[src/rtl/fetch_controller.sv]
// Instruction fetch sequencer: owns the PC and runs the imem req/ack handshake.
// Latency: one cycle IDLE after reset, then one instruction per two cycles on zero-wait memory.
// Backpressure: stalls in HOLD until decode takes the word. A redirect while a request is unacked drains it first.
module fetch_controller #(
    parameter logic [31:0] RESET_VECTOR = 32'h0000_0000,
    parameter logic [31:0] TRAP_VECTOR  = 32'h0000_0100
) (
    input  logic        clk,
    input  logic        reset_n,
    output logic        imem_req,
    output logic [31:0] imem_addr,
    input  logic        imem_ack,
    input  logic [31:0] imem_rdata,
    output logic        instr_valid,
    output logic [31:0] instr,
    output logic [31:0] instr_pc,
    input  logic        instr_ready,
    input  logic        redirect_valid,
    input  logic [31:0] redirect_addr,
    output logic        trap_valid,
    output logic [31:0] trap_addr,
    output logic [31:0] retired_count
);

    typedef enum logic [1:0] {IDLE, FETCH, HOLD, DRAIN} state_t;

    state_t      state;
    logic [31:0] pc;
    logic        misaligned;
    logic [31:0] target;

    assign misaligned  = redirect_addr[1:0] != 2'b00;
    assign target      = misaligned ? TRAP_VECTOR : redirect_addr;
    assign imem_req    = (state == FETCH) || (state == DRAIN);
    assign instr_valid = (state == HOLD);

    always_ff @(posedge clk or negedge reset_n) begin
        if (!reset_n) begin
            state         <= IDLE;
            pc            <= RESET_VECTOR;
            imem_addr     <= RESET_VECTOR;
            instr         <= 32'h0;
            instr_pc      <= 32'h0;
            trap_valid    <= 1'b0;
            trap_addr     <= 32'h0;
            retired_count <= 32'h0;
        end else begin
            trap_valid <= redirect_valid && misaligned;
            if (redirect_valid && misaligned)
                trap_addr <= redirect_addr;

            if (redirect_valid) begin
                pc <= target;
                case (state)
                    // An unacked request cannot be withdrawn, so wait for its ack in DRAIN.
                    FETCH: begin
                        if (imem_ack) imem_addr <= target;
                        else          state     <= DRAIN;
                    end
                    DRAIN: begin
                        if (imem_ack) begin
                            state     <= FETCH;
                            imem_addr <= target;
                        end
                    end
                    default: begin
                        state     <= FETCH;
                        imem_addr <= target;
                    end
                endcase
            end else begin
                case (state)
                    IDLE: begin
                        state     <= FETCH;
                        imem_addr <= pc;
                    end
                    FETCH: begin
                        if (imem_ack) begin
                            instr    <= imem_rdata;
                            instr_pc <= imem_addr;
                            pc       <= imem_addr + 32'd4;
                            state    <= HOLD;
                        end
                    end
                    HOLD: begin
                        if (instr_ready) begin
                            retired_count <= retired_count + 32'd1;
                            state         <= FETCH;
                            imem_addr     <= pc;
                        end
                    end
                    DRAIN: begin
                        if (imem_ack) begin
                            state     <= FETCH;
                            imem_addr <= pc;
                        end
                    end
                endcase
            end
        end
    end

endmodule

[config.mk]
export PLATFORM = sky130hd
export DESIGN_NAME = fetch_controller
export DESIGN_NICKNAME = d
export VERILOG_FILES = /design/src/rtl/fetch_controller.sv
export SDC_FILE = /design/constraint.sdc
export NUM_CORES = 1
export LEC_CHECK = 0
export ABC_AREA = 1
export CORE_ASPECT_RATIO = 1.25
export CORE_MARGIN = 1
export CORE_UTILIZATION = 45
export DETAILED_ROUTE_END_ITERATION = 8
export PLACE_DENSITY = 0.77
export REMOVE_ABC_BUFFERS = 1
export SLEW_MARGIN = 20
export SYNTH_ARGS = -nofsm -noshare
export SYNTH_HDL_FRONTEND = slang
export SYNTH_SLANG_ARGS = --single-unit
export TNS_END_PERCENT = 30
[constraint.sdc]
create_clock -name clk -period 1.6 [get_ports clk]
set_input_delay 0.16 -clock clk [delete_from_list [all_inputs] [get_ports clk]]
set_output_delay 0.16 -clock clk [all_outputs]
set_load 0.01 [all_outputs]
Word-level counts from Yosys, hierarchy flattened
Index checks and enable logic that the tools add are counted.

storage, ports and cells
  register bits after elaboration = 195
  output and inout bits = 163
  logic and storage cells = 49

operators by class
  bitwise gates (word level) = 1
  eq/ne operators = 8
  add/sub/neg operators = 2
  reductions and logical operators = 13
  muxes and demuxes = 17

operators by type and width
  kind                                            count
  2-to-1 mux 32 bit                               9
  one-hot mux 32 bit (3 select lines)             1
  adder 32 x 1 -> 32 bit (second input constant)  1
  adder 32 x 3 -> 32 bit (second input constant)  1
  != test 3 bit (second input constant)           4
  2-to-1 mux 2 bit                                5
  AND reduction 3 bit                             3
  one-hot mux 2 bit (4 select lines)              1
  nonzero test 2 bit                              3
  == test 2 bit (second input constant)           2
  one-hot mux 2 bit (2 select lines)              1
  AND reduction 4 bit                             1
  nonzero test 4 bit                              1
  != test 3 x 1 -> 1 bit (second input constant)  1
  == test 2 x 1 -> 1 bit (second input constant)  1
  zero test 2 bit                                 1
  AND reduction 2 bit                             1
  OR reduction 2 bit                              1
  logical AND 1 bit                               1
  logical OR 1 bit                                1
  NOT 1 bit                                       1

Logic depth before layout (Yosys ltp)
Gate-level depths: netlist of the first run.

  depth after elaboration = 5
  depth in mapped cells = 11
  mapped depth without buffers = 11

Least setup slack after synthesis of the first run
Ideal clock, no wire load.

  kind = reg2reg
  start = reg state[0]
  end = reg retired_count[31]
  data required time = 1.476 ns
  arrival time = 1.538 ns
  clock period less this slack = 1.662 ns
  stages on the path, launching flop included = 10
  slack = -0.062 ns
  cell sequence = dfrtp_1 > inv_1 > ha_1 > nand3_4 > buf_6 > nor2_4 > nand2_2 > nor2_4 > nand3_1 > xnor2_1

on the way
  longest elaborated chain between the ends = 2

RTL lines
  what                                  line  source
  start, declared                       27    state_t state;
  start signal, assigned                39    state <= IDLE;
  start signal, assigned                58    else state <= DRAIN;
  start signal, assigned                62    state <= FETCH;
  == test 2 bit                         n/a
  net instr_valid                       14    output logic instr_valid,
  AND reduction 3 bit (no source line)  n/a
  end signal, assigned                  87    retired_count <= retired_count + 32'd1;
  end, declared                         22    output logic [31:0] retired_count

The timed path passes the listed nets, and every way through them passes these cells.
A chain may end at the register's enable or synchronous reset.

Worst setup path in the final report of the first run
  start = reg state[1]
  end = reg imem_addr[14]

on the way
  longest elaborated chain between the ends = 4
  elaborated cells on any way between the ends = 13
  classes of those cells = eq/ne (6); mux (3); reduce/logical (4)

RTL lines
  what                                                                              line    source
  == test 2 x 1 -> 1 bit / == test 2 bit (equally long branches)                    54, 72
  OR reduction 2 bit (no source line)                                               n/a
  != test 3 bit (no source line) / 2-to-1 mux 32 bit (equally long branches)        n/a
  AND reduction 4 bit (no source line) / 2-to-1 mux 32 bit (equally long branches)  n/a
  end signal, assigned                                                              57      if (imem_ack) imem_addr <= target;
  end signal, assigned                                                              63      imem_addr <= target;
  end signal, assigned                                                              68      imem_addr <= target;
  end, declared                                                                     11      output logic [31:0] imem_addr,

Several ways; a longest one is shown, not always the timed one.

==> impl_metrics.ini, run 1 <==
[routing]
drtIter0Drc = 661
vias = 8900
wl_per_cell_um = 16.2
drtAntennaViolNets = 0
vias_per_cell = 5.18
totalWireLength_mm = 27.8
drc = 0
drt_pre_antenna_iters = 5

[global_routing]
antenna_found_initial = 1
gr-usage-all-layers_pct = 25.4
grt_pass1_wl_mm = 41.6
grt_pass1_vias = 8560
overflow = 0
grt_max_degree = 54

[synthesis]
synth-seq-cells = 195
synth-xor-area-share_pct = 2.57
synthMuxAreaShare_pct = 3.06
ys_seq_area_share_pct = 53.1
synth-main-ff-cell = dfrtp_1
ys_types = 35
ys_top_cells_by_area = dfrtp_1, nand2_1, nor2_1
synthAdderAreaFrac_pct = 0.817
syn-cell-area_um2 = 9190
avgSynthCellArea_um2 = 8.30
yosys_warnings = 0
synth_compound_area_share_pct = 7.56
synth_top_area_share_pct = 53.1
synth_common_cells = nand2_1, dfrtp_1, nor2_1
synth_top_family_by_area = simple AND/OR/NAND/NOR gates
synth-async-reset-ratio_pct = 100
synth_top_cell_by_area = dfrtp_1
synthSimpleGateAreaFrac_pct = 27.3
synthCells = 1107
synth_edf_count = 0
yosysMostFrequentCell = nand2_1

[timing]
setup_viol = 56
tightest_slew_ns = 0.509
setup_slack_ns = -0.247
fin_skew_ns = 0.00922
timing.fmax_mhz = 541
period_share_pct = 115
hold_violations = 0
finalMaxSlewViolations = 0
rsz0062_at_grt = yes
slew_headroom_pct = 65.7
layout_min_cycle_time_ns = 1.85
holdWs_ns = 0.171

[power_and_ir_drop]
swShare_pct = 37.0
comb_power_share_pct = 45.5
power.total_mw = 21.5
clkPwrFrac_pct = 18.8
seqPwrFrac_pct = 35.8
p_sw_mw = 7.94
vdd_drop_max_uv = 928
internal_power_mw = 13.5
power_per_cell_area_nw_per_um2 = 1570
power.leakage_nw = 6.51

[setup_path]
cp-start-kind = register
cp_max_fo = 11
arrival_ns = 2.19
cp.required_ns = 1.94
rr_startpoint = state[1]
reg2reg_depth = 9
critPathKind = register to register
r2r-end = imem_addr[14]
critPathCaptureType = register
reg2reg_slack_ns = -0.25

[final_layout]
n_antenna_cell = 0
final_area_um2 = 13700
area_growth_syn_to_layout_pct = 49.1
fin_nets = 1512
layout-drive-gt1-share_pct = 19.2
post-route-util_pct = 68.2

[clock_network]
clock_latency_ns = 0.43
clock-sinks = 195
cts-buffers-inserted = 17
ctsLongestPathBuffers = 2
clock-root-buffer = clkbuf_16
h-tree-depth = 4
cts_tree = built
clkTransAtPathRegs_ns = 0.07

[run_status]
run_status = finished, violations left
violations = setup timing

[floorplan]
start_util_pct = 45.7
core_area_um2 = 20100
die_h_um = 162
die_area_um2 = 21000
num_rows = 58
ioPinCount = 232
die_w_um = 130

[placed_design]
placed_cell_area_um2 = 12500
io_buffers = 231
gp_congestion = 0.879
dpl.hpwl_mm = 19.1

[worst_hold_path]
hold_path.class = input port to asynchronous set/reset pin

[run]
drv_cap = 0
==> per-stage QoR <==
| step | worst slack (ns) | setup TNS [ns] | cells |
|---|---|---|---|
| floorplan | -0.549 | -51.96 | 1069 |
| global placement | -0.144 | -8.76 | 1655 |
| detailed placement | -0.175 | -14.65 | 1655 |
| CTS | -0.109 | -0.852 | 1703 |
| global route | -0.322 | -13.28 | 1719 |
| finish | -0.247 | -8.18 | 1719 |
==> sequential cells by signal, indices dropped and copies added (netlist names) <==
name / count
imem_addr: 32
trap_addr: 32
state: 2
instr: 32
instr_pc: 32
pc: 32
trap_valid: 1
retired_count: 32
==> cells in the final DEF (no fill, tap or decap), drive strengths merged, types with 32 or more instances in the layout <==
| cell type | instances |
|---|---|
| dlygate4sd2 | 37 |
| buf | 115 |
| a31oi | 32 |
| nand3 | 48 |
| inv | 87 |
| clkdlybuf4s50 | 179 |
| o21ai | 66 |
| nor2 | 127 |
| dfrtp | 195 |
| nand2 | 397 |
==> power groups by stage <==
stage	clock network (mW)	registers (mW)	logic, mW
floorplan	0	8.29	2.86
global placement	0	7.66	8.30
detailed placement	0	7.71	8.49
CTS	4.09	7.62	8.53
global route	4.24	7.86	10.5
finish	4.03	7.68	9.76
==> how the worst max path moves through the flow <==
| stage | from | endpoint | slack [ns] | cells past startpoint |
|---|---|---|---|---|
| after floorplan | state[1] | instr_pc[10] | -0.55 | 7 |
| after global placement | redirect_valid | retired_count[21] | -0.14 | 11 |
| after detailed placement | redirect_valid | trap_addr[24] | -0.18 | 6 |
| after CTS | state[1] | imem_req | -0.11 | 4 |
| after global routing | state[1] | imem_addr[16] | -0.32 | 10 |
| final | state[1] | imem_addr[14] | -0.25 | 9 |
==> logic make-up after synthesis <==
family	count (synthesis)
simple gates	601
flops	195
compound gates	128
buf+inv	125
xor+xnor	27
mux	25
fa+ha+maj	6
==> metal layers <==
layer | vias to the layer above | GRT usage (%) | part of all wire, % | routed length (um)
met1 | 4298 | 30.0 | 39 | 10900
li1 | 4202 | - | - | -
met2 | 333 | 45.2 | 52 | 14500
met3 | 65 | 4.31 | 5.2 | 1450
met5 | - | 0 | 0.047 | 13
met4 | 2 | 10.2 | 3.1 | 862
==> final cells by class <==
class,instances,area (um2)
inverter,87,352
fill,1570,6400
clock inverter,10,75.1
multi-input combinational,787,4110
clock buffer,21,470
tap,270,338
timing repair buffer,349,3460
sequential,195,4890
==> critical path: stages (launching register included) <==
cell and delay, ns:
dfrtp_1 0.42, buf_6 0.14, ha_4 0.16, buf_4 0.14
inv_1 0.06, nand2_1 0.05, o211ai_1 0.19, bufinv_8 0.26
clkbuf_16 0.18, a31oi_1 0.16
==> timing repair <==
item | in CTS | in global routing
pin swaps | 5 | 19
buffers inserted | 16 | 11
gates resized for setup | 74 | 95
hold buffers | 1 | 0
endpoints found under the setup margin | 131 | 103
hold endpoints to repair | 166 | 0
cloned | 0 | 5
Note: power is estimated with default switching activity, not from simulation.
==> run 2: changes to the inputs <==
SKIP_CTS_REPAIR_TIMING = 1   (was unset)
==> run 2 against run 1 <==
Compared with the run above:
- the flow still finishes with violations (setup timing)
- register-to-register slack improved by 0.05 ns
- sequential share of layout area barely moved
- final area is essentially flat
- setup slack improved by 0.053 ns
- global-route usage decreased by 0.44 points
- combinational power fell by 2%
- clock skew is 0.0012 ns higher
- cell count fell by 0.70%
- non-clock buffer count decreased by 12
- critical path type unchanged
==> impl_metrics.ini, run 2 (synthesized netlist as in run 1, its figures left out) <==
[placed_design]
gp_congestion = 0.879
dpl_worst_slack_ns = -0.175
dp.cells = 1655
dpl.hpwl_mm = 19.1
io_buffers = 231

[routing]
drt_pre_antenna_iters = 5
drtIter0Drc = 534
vias_per_cell = 5.12
wl_per_cell_um = 16.3
drc = 0
vias = 8737
totalWireLength_mm = 27.7
drtAntennaViolNets = 0

[floorplan]
die_w_um = 130
ioPinCount = 232
num_rows = 58
die_h_um = 162
start_util_pct = 45.7
core_area_um2 = 20100
die_area_um2 = 21000

[power_and_ir_drop]
vdd_drop_max_uv = 912
power_per_cell_area_nw_per_um2 = 1560
power.total_mw = 21.3
power.leakage_nw = 6.81

[setup_path]
cp_top_family = buffers and inverters
critPathKind = register to register
cp.required_ns = 1.90
critical_path.most_common_cell = nand2_1
cp-start-kind = register
arrival_ns = 2.10
critPathSlowestCell = dfrtp_1
cpPeakStageDelay_ns = 0.42
critical_path_buf_inv_count = 4
critPathCaptureType = register
path_cells = buf_4 > ha_4 > inv_1 > nand2_1 > o211ai_1 > bufinv_8 > clkbuf_16 > nand2_1 > o21ai_0
cp_max_fo = 9

[run_status]
run_status = finished, violations left
violations = setup timing

[global_routing]
grt_pass1_vias = 8338
grt_pass1_wl_mm = 40.9
gr-usage-all-layers_pct = 24.9
antenna_found_initial = 1
grt_max_degree = 54
overflow = 0

[final_layout]
n_antenna_cell = 0
area_growth_syn_to_layout_pct = 49.2
fin_nets = 1500
post-route-util_pct = 68.2
layout-drive-gt1-share_pct = 18.6
final_common_cell = nand2_1
final.fill_count = 1577
finalNonFillerCells = 1707
mostFrequentLayoutCells = nand2_1, dfrtp_1, clkdlybuf4s50_1, nor2_1, buf_4

[timing]
period_share_pct = 112
fin_skew_ns = 0.0104
rsz0062_at_grt = yes
slew_headroom_pct = 70.6
holdWs_ns = 0.171
timing.fmax_mhz = 557
hold_violations = 0
setup_viol = 59
finalMaxSlewViolations = 0
layout_min_cycle_time_ns = 1.79
setup_slack_ns = -0.194
tightest_slew_ns = 0.442

[clock_network]
clock-sinks = 195
h-tree-depth = 4
cts_tree = built
ctsLongestPathBuffers = 2
clock_latency_ns = 0.43
cts-buffers-inserted = 17
clkTransAtPathRegs_ns = 0.07
clock-root-buffer = clkbuf_16

[run]
drv_cap = 0

[worst_hold_path]
hold_path.class = input port to asynchronous set/reset pin
## run 2: cell count changes in the layout (fill, tap and decap cells not counted), sizes merged
cell / previous run / this run
dlygate4sd2: 37 / 0
dlymetal6s2s: 12 / 49
buf: 115 / 100
clkbuf: 26 / 29
## run 2: cell type report
cell class | instances | area (um2) | area share (%)
clock buffer | 21 | 470 | 3.43
clock inverter | 10 | 75.1 | 0.548
tap | 270 | 338 | 2.46
multi-input combinational | 787 | 4060 | 29.6
timing repair buffer | 337 | 3520 | 25.7
sequential | 195 | 4900 | 35.7
inverter | 87 | 347 | 2.53
## run 2: worst paths after layout
check,startpoint,to,slack [ns],depth (start not counted)
max,state[1],imem_addr[10],-0.19,9
min,reset_n,instr[1],0.17,2
max reg2reg,state[1],imem_addr[10],-0.19,9
min reg2reg,instr[16],instr[16],0.47,2
max in group asynchronous,reset_n,retired_count[3],0.74,3
min in group clk,imem_rdata[25],instr[25],0.26,3
## run 2: where the power goes
| part | total (mW) | internal (mW) | switching, mW |
|---|---|---|---|
| Combinational | 9.60 | 4.86 | 4.74 |
| Clock | 4.04 | 2.12 | 1.92 |
| Sequential | 7.71 | 6.55 | 1.16 |
| Total | 21.3 | 13.5 | 7.82 |
## run 2: worst register-to-register path, delay by kind of cell, from the launching register on
family,cells,cell delay [ns]
buffers and inverters,4,0.67
flip-flops,1,0.42
AO/OA/AOI/OAI,2,0.27
adder cells (fa/ha/maj),1,0.17
AND/OR/NAND/NOR,2,0.14
## run 2: stage by stage
step / setup TNS, ns / area [um2]
2_1_floorplan: -51.96 / 9000
3_3_place_gp: -8.76 / 12500
3_5_place_dp: -14.65 / 12500
4_1_cts: -7.89 / 13000
5_1_grt: -10.35 / 13700
6_report: -5.26 / 13700
## run 2: layer usage
layer / vias up / global-route usage [%] / wire length, um
met5: - / 0 / 13
met4: 2 / 9.46 / 700
met3: 57 / 4.45 / 1470
met2: 294 / 43.9 / 14600
met1: 4213 / 30.1 / 10900
li1: 4171 / - / -
==> run 3: changes to the inputs <==
CELL_PAD_IN_SITES_DETAIL_PLACEMENT = 0   (was unset)
CELL_PAD_IN_SITES_GLOBAL_PLACEMENT = 1   (was unset)
CORE_UTILIZATION = 33   (was 45)
PLACE_DENSITY = unset   (was 0.77)
PLACE_DENSITY_LB_ADDON = 0.1   (was unset)
==> run 3 against run 2 <==
Compared with the run above:
- the flow still finishes with violations (setup timing)
- sequential cell count is the same
- sequential power decreased by 0.9%
- via count down 0.24%
- setup slack better by 0.017 ns
- global-route usage decreased by 4.3 points
- die area is 36% higher
- routed wire length up 11%
- register-to-register slack better by 0.06 ns
- worst hold slack improved by 0.026 ns
- total power increased by 5.3%
- combinational power up 8%
- final area up 6.1%
- largest power group unchanged
- highest routed layer is now met4
==> impl_metrics.ini, run 3 (synthesized netlist as in run 1, its figures left out) <==
[setup_path]
arrival_ns = 1.62
cp.required_ns = 1.44
cp-start-kind = register
critPathKind = register to output port
r2r-end = retired_count[24]
rr_startpoint = state[0]
reg2reg_depth = 8
reg2reg_slack_ns = -0.13
critPathCaptureType = output port
cp_max_fo = 3

[floorplan]
die_w_um = 151
core_area_um2 = 27100
start_util_pct = 33.9
ioPinCount = 232
die_area_um2 = 28500
num_rows = 67
die_h_um = 189

[clock_network]
clock-root-buffer = clkbuf_16
clock_latency_ns = 0.44
ctsLongestPathBuffers = 2
h-tree-depth = 4
cts_tree = built
clkTransAtPathRegs_ns = 0.07
clock-sinks = 195
cts-buffers-inserted = 17

[routing]
drtAntennaViolNets = 0
vias_per_cell = 4.76
totalWireLength_mm = 30.9
drt_pre_antenna_iters = 5
wl_per_cell_um = 16.9
vias = 8716
drc = 0
drtIter0Drc = 451

[global_routing]
grt_pass1_wl_mm = 44.8
gr-usage-all-layers_pct = 20.6
grt_pass1_vias = 8280
antenna_found_initial = 0
overflow = 0
grt_max_degree = 46

[timing]
slew_headroom_pct = 72.0
layout_min_cycle_time_ns = 1.78
tightest_slew_ns = 0.417
finalMaxSlewViolations = 0
fin_tns_setup_ns = -3.57
fin_skew_ns = 0.0113
hold_violations = 0
rsz0062_at_grt = yes
setup_slack_ns = -0.177
timing.fmax_mhz = 563
holdWs_ns = 0.197
period_share_pct = 111
setup_viol = 74

[final_layout]
finalNonFillerCells = 1831
final_common_cell = nand2_1
layout-drive-gt1-share_pct = 21.9
n_antenna_cell = 0
fin_nets = 1548
area_growth_syn_to_layout_pct = 58.3
mostFrequentLayoutCells = nand2_1, dfrtp_1, clkdlybuf4s50_1, buf_4, nor2_1

[power_and_ir_drop]
power_per_cell_area_nw_per_um2 = 1550
vdd_drop_max_uv = 812
power.leakage_nw = 7.43
internal_power_mw = 14.3
p_sw_mw = 8.16
comb_power_share_pct = 46.2
power.total_mw = 22.5
swShare_pct = 36.3
seqPwrFrac_pct = 34.0
clkPwrFrac_pct = 19.8

[worst_hold_path]
hold_path.class = input port to asynchronous set/reset pin

[run]
drv_cap = 0

[run_status]
violations = setup timing
run_status = finished, violations left

[placed_design]
gp_congestion = 0.812
dpl.hpwl_mm = 20.9
io_buffers = 231
dp.cells = 1764
==> run 3: cell count changes in the layout (fill, tap and decap cells not counted), sizes merged <==
cell,delta
dlymetal6s2s,+17
clkbuf,+5
clkinv,-2
buf,+41
clkinvlp,+2
clkdlybuf4s50,-17
bufinv,+2
inv,+1
==> run 3: metrics by stage <==
| stage | utilization, % | area (um2) | setup slack [ns] |
|---|---|---|---|
| after floorplan | - | 9000 | -0.549 |
| after global routing | 53.7 | 14500 | -0.227 |
| after CTS | 49.6 | 13400 | -0.560 |
| final | 53.7 | 14500 | -0.177 |
| after global placement | 47.4 | 12800 | -0.168 |
| after detailed placement | 47.4 | 12800 | -0.176 |
==> run 3: area by class of cell <==
class	count	area, um2
Fill cell	2542	12500
Sequential cell	195	4890
Multi-Input combinational cell	787	4190
Timing Repair Buffer	385	4070
Clock buffer	19	453
Tap cell	345	432
Inverter	87	358
Clock inverter	13	150
==> run 3: worst max path at each step <==
stage	slack, ns	start	cells past startpoint	end
floorplan	-0.55	state[1]	7	instr_pc[10]
global placement	-0.17	redirect_valid	8	retired_count[24]
detailed placement	-0.18	redirect_valid	10	imem_addr[14]
CTS	-0.56	state[0]	4	imem_req
global route	-0.23	state[1]	4	imem_req
finish	-0.18	state[1]	4	imem_req
==> run 3: power by group through the flow <==
stage / Clock, mW / Sequential (mW) / Combinational (mW)
after global routing: 4.74 / 7.86 / 11.3
after global placement: 0 / 7.69 / 8.78
after floorplan: 0 / 8.29 / 2.86
final: 4.46 / 7.64 / 10.4
after detailed placement: 0 / 7.71 / 8.85
after CTS: 4.56 / 7.63 / 8.90
==> run 3: layer usage <==
| metal | vias to the layer above | GRT usage (%) | share of wire [%] |
|---|---|---|---|
| met4 | 0 | 5.54 | 1.3 |
| li1 | 4279 | - | - |
| met1 | 4173 | 25.9 | 43 |
| met5 | - | 0 | 0 |
| met3 | 26 | 3.56 | 4.9 |
| met2 | 238 | 35.9 | 51 |
==> run 3: critical path, stage by stage, from the launching register on <==
cell and delay, ns:
dfrtp_1 0.44, buf_6 0.15, ha_4 0.16, or2_2 0.30, clkbuf_2 0.14
